===== src/rtl/toggle_hs_pkg.sv =====
// Shared types and sizing for the two-phase handshake receiver and its output FIFO.
package toggle_hs_pkg;

    localparam int DATA_W     = 8;
    localparam int FIFO_DEPTH = 2;
    localparam int CNT_W      = 8;
    localparam int PTR_W      = $clog2(FIFO_DEPTH);

    // Occupancy value that means "full", sized to match the FIFO count register
    localparam logic [PTR_W:0] DEPTH_CNT = (PTR_W + 1)'(FIFO_DEPTH);

    typedef enum logic [1:0] {
        IDLE = 2'd0,
        CAPT = 2'd1,
        ACK  = 2'd2
    } state_t;

    function automatic logic [CNT_W-1:0] cnt_inc(input logic [CNT_W-1:0] c);
        return c + 1'b1;
    endfunction

endpackage


===== src/rtl/hs_fifo2.sv =====
// Two-entry first-word-fall-through FIFO; full is judged before any same-cycle pop.
module hs_fifo2
    import toggle_hs_pkg::*;
(
    input  logic              clk,
    input  logic              clear,
    input  logic              push,
    input  logic [DATA_W-1:0] din,
    input  logic              pop,
    output logic [DATA_W-1:0] dout,
    output logic              empty,
    output logic              full
);

    logic [DATA_W-1:0] r_mem [FIFO_DEPTH];
    logic [PTR_W-1:0]  r_wr_ptr;
    logic [PTR_W-1:0]  r_rd_ptr;
    logic [PTR_W:0]    r_count;

    logic w_push;
    logic w_pop;

    assign empty  = (r_count == '0);
    assign full   = (r_count == DEPTH_CNT);
    assign w_push = push & ~full;
    assign w_pop  = pop & ~empty;
    assign dout   = r_mem[r_rd_ptr];

    always_ff @(posedge clk or posedge clear) begin
        if (clear) begin
            for (int i = 0; i < FIFO_DEPTH; i++) begin
                r_mem[i] <= '0;
            end
            r_wr_ptr <= '0;
            r_rd_ptr <= '0;
            r_count  <= '0;
        end else begin
            if (w_push) begin
                r_mem[r_wr_ptr] <= din;
                r_wr_ptr        <= r_wr_ptr + 1'b1;
            end
            if (w_pop) begin
                r_rd_ptr <= r_rd_ptr + 1'b1;
            end
            case ({w_push, w_pop})
                2'b10:   r_count <= r_count + 1'b1;
                2'b01:   r_count <= r_count - 1'b1;
                default: r_count <= r_count;
            endcase
        end
    end

endmodule


===== src/rtl/toggle_hs_rx.sv =====
// Two-phase (toggle) handshake receiver: synchronizes req_tog, captures data_in into
// a 2-entry FIFO and answers each accepted word with one ack_tog level change.
module toggle_hs_rx
    import toggle_hs_pkg::*;
(
    input  logic              clk,
    input  logic              clear,
    input  logic              req_tog,
    input  logic [DATA_W-1:0] data_in,
    output logic              ack_tog,
    output logic              out_valid,
    output logic [DATA_W-1:0] out_data,
    input  logic              out_ready,
    output logic [CNT_W-1:0]  word_cnt
);

    logic             r_sync1;
    logic             r_sync2;
    logic             r_req_prev;
    state_t           r_state;
    logic             r_ack_tog;
    logic [CNT_W-1:0] r_word_cnt;

    logic w_req_edge;
    logic w_full;
    logic w_empty;
    logic w_push;
    logic w_pop;

    assign w_req_edge = r_sync2 ^ r_req_prev;
    assign w_push     = (r_state == CAPT) & ~w_full;
    assign w_pop      = out_ready & ~w_empty;

    assign ack_tog   = r_ack_tog;
    assign out_valid = ~w_empty;
    assign word_cnt  = r_word_cnt;

    always_ff @(posedge clk or posedge clear) begin
        if (clear) begin
            r_sync1 <= 1'b0;
            r_sync2 <= 1'b0;
        end else begin
            r_sync1 <= req_tog;
            r_sync2 <= r_sync1;
        end
    end

    // data_in is held by the sender until our ack, so it is safe to sample in CAPT
    always_ff @(posedge clk or posedge clear) begin
        if (clear) begin
            r_state    <= IDLE;
            r_req_prev <= 1'b0;
            r_ack_tog  <= 1'b0;
            r_word_cnt <= '0;
        end else begin
            case (r_state)
                IDLE: begin
                    if (w_req_edge) begin
                        r_req_prev <= r_sync2;
                        r_state    <= CAPT;
                    end
                end
                CAPT: begin
                    if (!w_full) begin
                        r_word_cnt <= cnt_inc(r_word_cnt);
                        r_state    <= ACK;
                    end
                end
                ACK: begin
                    r_ack_tog <= ~r_ack_tog;
                    r_state   <= IDLE;
                end
                default: r_state <= IDLE;
            endcase
        end
    end

    hs_fifo2 u_fifo (
        .clk   (clk),
        .clear (clear),
        .push  (w_push),
        .din   (data_in),
        .pop   (w_pop),
        .dout  (out_data),
        .empty (w_empty),
        .full  (w_full)
    );

endmodule


===== config.mk =====
export PLATFORM = sky130hd
export DESIGN_NAME = toggle_hs_rx
export DESIGN_NICKNAME = d
export VERILOG_FILES = /design/src/rtl/toggle_hs_pkg.sv /design/src/rtl/hs_fifo2.sv /design/src/rtl/toggle_hs_rx.sv
export SDC_FILE = /design/constraint.sdc
export NUM_CORES = 1
export LEC_CHECK = 0
export CORE_MARGIN = 5
export CORE_UTILIZATION = 27
export CTS_BUF_LIST = sky130_fd_sc_hd__clkbuf_16
export DETAILED_ROUTE_END_ITERATION = 7
export PLACE_DENSITY_LB_ADDON = 0.1
export SLEW_MARGIN = 15
export SYNTH_ARGS = -nofsm -noshare
export SYNTH_HDL_FRONTEND = slang
export SYNTH_SLANG_ARGS = --single-unit

===== constraint.sdc =====
create_clock -name clk -period 2.65 [get_ports clk]
set_clock_uncertainty 0.2 [all_clocks]
set_input_delay 0.3975 -clock clk [delete_from_list [all_inputs] [get_ports clk]]
set_output_delay 0.3975 -clock clk [all_outputs]
set_load 0.005 [all_outputs]

==> results of run 1 <==
-- per-stage QoR --
stage	setup slack, ns	cell area (um^2)	hold slack, ns	power [W]	instances
global route	0.283	1970	0.194	0.00266	209
finish	0.368	1970	0.162	0.00247	209
detailed placement	0.638	1830	0.160	0.00197	201
global placement	0.621	1830	0.135	0.00195	201
floorplan	0.913	1460	0.131	0.00154	102
CTS	0.335	1970	0.171	0.00253	209
-- routing by layer --
metal | vias up | track usage [%]
met3 | 5 | 4.46
met5 | - | 0
li1 | 419 | -
met4 | 0 | 3.07
met1 | 433 | 8.75
met2 | 24 | 14.7
-- cell usage after synthesis --
| library cell | instances |
|---|---|
| or2_2 | 1 |
| nor3_2 | 1 |
| and3_1 | 1 |
| mux2_2 | 25 |
| nand3_1 | 1 |
| clkbuf_1 | 1 |
| nor2_1 | 4 |
| ha_1 | 2 |
| a211oi_1 | 1 |
| nand2_4 | 1 |
| inv_6 | 1 |
| xnor2_1 | 9 |
| nand4_1 | 4 |
| nor2_8 | 1 |
| and3b_1 | 1 |
| and2_1 | 1 |
| dfrtp_1 | 34 |
| nand2_1 | 4 |
| buf_6 | 1 |
| xor2_1 | 5 |
| inv_1 | 1 |
| nand2b_1 | 2 |
-- cells by family (layout without fill, tap and decap cells) --
| kind of cell | Yosys count | count (layout) | synth area share [%] |
|---|---|---|---|
| compound gates | 1 | 1 | 0.516 |
| xor+xnor | 14 | 14 | 8.42 |
| fa+ha+maj | 2 | 2 | 1.72 |
| buf+inv | 4 | 41 | 1.89 |
| flops | 34 | 34 | 58.4 |
| mux | 25 | 25 | 19.3 |
| simple gates | 22 | 22 | 9.71 |
-- power breakdown --
part           internal [W]  switching (W)
sequential         0.000755       0.000194
clock              0.000339       0.000193
combinational      0.000648       0.000341
total               0.00174       0.000728
-- worst max path at each step --
stage                            from                 to  depth (start not counted)
floorplan           u_fifo.r_count[0]  u_fifo.r_count[1]                          5
global placement      u_fifo.r_rd_ptr        out_data[6]                          2
detailed placement    u_fifo.r_rd_ptr        out_data[6]                          2
CTS                   u_fifo.r_rd_ptr        out_data[6]                          2
global route          u_fifo.r_rd_ptr        out_data[5]                          2
finish                u_fifo.r_rd_ptr        out_data[6]                          2
-- state kept, by name, summed over array words and instances (netlist names) --
signal / count
u_fifo.r_mem: 16
word_cnt: 8
r_state: 2
u_fifo.r_count: 2
ack_tog: 1
r_req_prev: 1
r_sync1: 1
r_sync2: 1
u_fifo.r_rd_ptr: 1
u_fifo.r_wr_ptr: 1
-- cell type report --
class                      instances  area, um^2  share of cell area (%)
tap                               70        87.6                    4.44
sequential                        34         851                    43.1
inverter                           2        12.5                   0.635
multi-input combinational         64         578                    29.3
timing repair buffer              31         305                    15.5
clock buffer                       5         125                    6.35
clock inverter                     3        12.5                   0.635
-- critical path, stage by stage (launching register included) --
cell             delay, ns
dfrtp_1               0.58
mux2_2                0.39
clkdlybuf4s50_1       0.44
==> flow_metrics.env, run 1 <==
export IMPL_p_per_area_mw_per_mm2=1250
export IMPL_detail_route_first_pass_iterations=4
export IMPL_drc=0
export IMPL_insertion_delay_ns=0.27
export IMPL_vias=881
export IMPL_via_per_inst=4.22
export IMPL_synth_warnings=0
export IMPL_status="finished clean"
export IMPL_final_core_util_pct=38.1
export IMPL_drt_iter0_markers=38
export IMPL_fin_crit_ns=2.28
export IMPL_diodes=0
export IMPL_r2r_cells=5
export IMPL_holdCritStartpoint="r_sync1"
export IMPL_final_nets=152
export IMPL_criticalPathCategory="reg2out"
export IMPL_yosysSeqAreaShare_pct=58.4
export IMPL_syn2layout_area_growth_pct=35.4
export IMPL_crit_fanout=9
export IMPL_initial_core_util_pct=28.2
export IMPL_ys_ff_latch=34
export IMPL_min_to="r_sync2"
export IMPL_wl_met3_um=144
export IMPL_wl_met1_um=1200
export IMPL_htreeDepth=2
export IMPL_yosysTopAreaCellShare_pct=58.4
export IMPL_arrival_ns=1.68
export IMPL_ir_drop_v=0.000414
export IMPL_wl_met2_um=1260
export IMPL_tightestPinTransition_ns=0.430
export IMPL_setup_viol=0
export IMPL_synth_area_leaders="dfrtp_1 (58%), mux2_2 (19%), xnor2_1 (5.4%), xor2_1 (3.0%), ha_1 (1.7%)"
export IMPL_drt_wl_total_um=2640
export IMPL_die_h_um=83.4
export IMPL_cp_end_kind="primary output"
export IMPL_wl_per_cell_um=12.6
export IMPL_nFillCells=496
export IMPL_layout_drive_gt1_share_pct=27.3
export IMPL_clk_path_buf_depth=2
export IMPL_yosys_cell_types_count=22
export IMPL_hold_violations=0
export IMPL_cts_hold_buf=0
export IMPL_slew_viol_final=0
export IMPL_rsz0062_at_grt="no"
export IMPL_r2r_start="u_fifo.r_count[0]"
export IMPL_ctsResizeCount=0
export IMPL_root_buffer="clkbuf_16"
export IMPL_grt_max_degree=35
export IMPL_ios=30
export IMPL_min_period_over_period_pct=86.1
export IMPL_r2r_end="u_fifo.r_count[1]"
export IMPL_layout_commonest_cell="dfrtp_1"
export IMPL_grt_pass1_vias=1001
export IMPL_mostFrequentLayoutCells="dfrtp_1 (34), clkdlybuf4s50_1 (29), mux2_2 (25), xnor2_1 (9)"
export IMPL_cts_setup_buffers=0
export IMPL_grt_pass1_wl_um=4600
export IMPL_cts_sinks=34
export IMPL_coreArea_mm2=0.00517
export IMPL_r2r_slack_ns=0.84
export IMPL_grt_usage_pct=8.51
export IMPL_synth_area_leader_cell="dfrtp_1"
export IMPL_dieArea_mm2=0.00696
export IMPL_synth_fp_nets=116
export IMPL_dieWidth_um=83.4
export IMPL_rows=26
export IMPL_hold_depth=0
export IMPL_ant_nets=0
export IMPL_hold_class="reg2reg"
export IMPL_io_buffers=29
export IMPL_cts_tree="built"
export IMPL_hpwl_um=1870
export IMPL_slew_headroom_pct=71.4
export IMPL_postSynthCellCount=102
export IMPL_top_layer="met4"
export IMPL_fmax_mhz=438
export IMPL_gp_congestion=0.712
export IMPL_cp_data_required_time_ns=2.05
export IMPL_maxCapViolCount=0
export IMPL_start_kind="flip-flop"
export IMPL_overflow=0
export IMPL_synthesis_area_mm2=0.00146
export IMPL_clk_pin_slew_ns=0.05
export IMPL_tns_ns=0
export IMPL_grt_antenna_before_repair=0
export IMPL_avgSynthCellArea_um2=14.3
export IMPL_tritoncts_num_buffers=5
export IMPL_leakage_nw=0.843
Power figures use the tool's default switching activity.
==> run 2: changes to the inputs <==
Settings changed: DONT_BUFFER_PORTS from default to 1, SKIP_CTS_REPAIR_TIMING from default to 1.
==> run 2 against run 1 <==
Compared with the run above:
- global-route usage shrank 0.37 points
- worst setup slack better by 0.31 ns
- final area decreased by 15%
- critical path depth rose by 4
- hold slack lost 0.087 ns
- die area unchanged
- count of clock-buffer cells in the layout stayed put
- cell count shrank 14%
- power down 12%
- via count is 11% lower
==> flow_metrics.env, run 2 (synthesis results as in run 1) <==
export IMPL_status="finished clean"
export IMPL_dieWidth_um=83.4
export IMPL_worst_slack_ns=0.674
export IMPL_ios=30
export IMPL_ir_drop_v=0.000514
export IMPL_io_buffers=0
export IMPL_regMostFlops="u_fifo.r_mem"
export IMPL_power_switching_w=0.000691
export IMPL_min_period_over_period_pct=74.6
export IMPL_clk_path_buf_depth=2
export IMPL_detail_route_first_pass_iterations=4
export IMPL_layout_drive_gt1_share_pct=33.0
export IMPL_p_per_area_mw_per_mm2=1290
export IMPL_tritoncts_num_buffers=5
export IMPL_path_cells="nand2b_1, and3b_1, inv_6, ha_1, nor2_1, xor2_1"
export IMPL_dieArea_mm2=0.00696
export IMPL_worst_hold_slack_ns=0.0757
export IMPL_tns_ns=0
export IMPL_criticalPathCategory="reg2reg"
export IMPL_leakage_nw=0.726
export IMPL_setup_viol=0
export IMPL_die_h_um=83.4
export IMPL_power_internal_w=0.00148
export IMPL_clk_pin_slew_ns=0.05
export IMPL_via_per_inst=4.36
export IMPL_critPathSlowestCell="and3b_1"
export IMPL_mostFrequentLayoutCells="dfrtp_1 (34), mux2_2 (25), xnor2_1 (9), xor2_1 (5), clkbuf_16 (5)"
export IMPL_drt_wl_total_um=2560
export IMPL_combinationalPowerShare_pct=31.5
export IMPL_final_nets=124
export IMPL_tightestPinTransition_ns=0.436
export IMPL_largest_reg_flops=16
export IMPL_hold_class="in2reg"
export IMPL_critical_path_top_delay_family="simple AND/OR/NAND/NOR gates"
export IMPL_root_buffer="clkbuf_16"
export IMPL_fin_crit_ns=1.98
export IMPL_power_w=0.00217
export IMPL_crit_fanout=8
export IMPL_instances_no_fill=179
export IMPL_rows=26
export IMPL_ant_nets=0
export IMPL_vias=780
export IMPL_layout_commonest_cell="dfrtp_1"
export IMPL_cp_end_kind="flip-flop"
export IMPL_pwr_share_seq_pct=44.6
export IMPL_grt_antenna_before_repair=0
export IMPL_grt_max_degree=34
export IMPL_start_kind="flip-flop"
export IMPL_overflow=0
export IMPL_switching_share_pct=31.8
export IMPL_hold_violations=0
export IMPL_hpwl_um=1810
export IMPL_gp_congestion=0.693
export IMPL_slew_viol_final=0
export IMPL_htreeDepth=2
export IMPL_rsz0062_at_grt="no"
export IMPL_arrival_ns=1.97
export IMPL_slew_headroom_pct=71.0
export IMPL_worst_path_buf_inv=1
export IMPL_drc=0
export IMPL_maxCapViolCount=0
export IMPL_power_share_clock_pct=23.9
export IMPL_cp_data_required_time_ns=2.64
export IMPL_grt_pass1_vias=868
export IMPL_nFillCells=511
export IMPL_place_ws_ns=0.668
export IMPL_insertion_delay_ns=0.27
export IMPL_syn2layout_area_growth_pct=15.7
export IMPL_drt_iter0_markers=36
export IMPL_cts_tree="built"
export IMPL_initial_core_util_pct=28.2
export IMPL_dp_cells=171
export IMPL_cts_sinks=34
export IMPL_diodes=0
export IMPL_grt_usage_pct=8.13
export IMPL_wl_per_cell_um=14.3
export IMPL_fmax_mhz=506
export IMPL_grt_pass1_wl_um=4420
export IMPL_cpPeakStageDelay_ns=0.44
export IMPL_coreArea_mm2=0.00517
## run 2: metal layers
metal	wire, um	GRT usage (%)	vias up
li1	-	-	362
met1	1090	9.36	389
met2	1200	12.3	25
met3	224	4.65	4
met4	40	3.51	0
met5	0	0	-
## run 2: path summary, 6_finish.rpt
| kind | from | to | slack, ns | depth (start not counted) |
|---|---|---|---|---|
| worst max register to register | u_fifo.r_count[0] | u_fifo.r_count[1] | 0.67 | 6 |
| max in group asynchronous | clear | u_fifo.r_mem[7] | 1.44 | 3 |
| worst min-delay path | data_in[6] | u_fifo.r_mem[6] | 0.08 | 1 |
| min in group asynchronous | clear | ack_tog | 0.21 | 2 |
| worst min register to register | r_sync1 | r_sync2 | 0.14 | 0 |
| worst max-delay path | u_fifo.r_count[0] | u_fifo.r_count[1] | 0.67 | 6 |
## run 2: final cells by class
cell class,instances,area (um^2),share of cell area (%)
Inverter,2,12.5,0.742
Clock buffer,5,125,7.42
Multi-Input combinational cell,64,578,34.3
Tap cell,70,87.6,5.20
Clock inverter,1,3.75,0.223
Sequential cell,34,851,50.5
Timing Repair Buffer,3,27.5,1.63
## run 2: power by group through the flow
stage,Combinational [W],Clock [W],Sequential (W)
2_1_floorplan,0.000640,0,0.000899
5_1_grt,0.000763,0.000559,0.00101
3_3_place_gp,0.000680,0,0.000975
3_5_place_dp,0.000699,0,0.000978
6_report,0.000685,0.000518,0.000967
4_1_cts,0.000702,0.000533,0.000973
## run 2: worst reg2reg max path: stages, from the launching register on
cell      delay [ns]
dfrtp_1         0.40
nand2b_1        0.14
and3b_1         0.44
inv_6           0.10
ha_1            0.33
nor2_1          0.14
xor2_1          0.15
## run 2: stage by stage
| stage | util [%] | instance area (um^2) |
|---|---|---|
| 5_1_grt | 32.6 | 1690 |
| 6_report | 32.6 | 1690 |
| 4_1_cts | 32.2 | 1670 |
| 2_1_floorplan | - | 1460 |
| 3_5_place_dp | 29.7 | 1540 |
| 3_3_place_gp | 29.7 | 1540 |
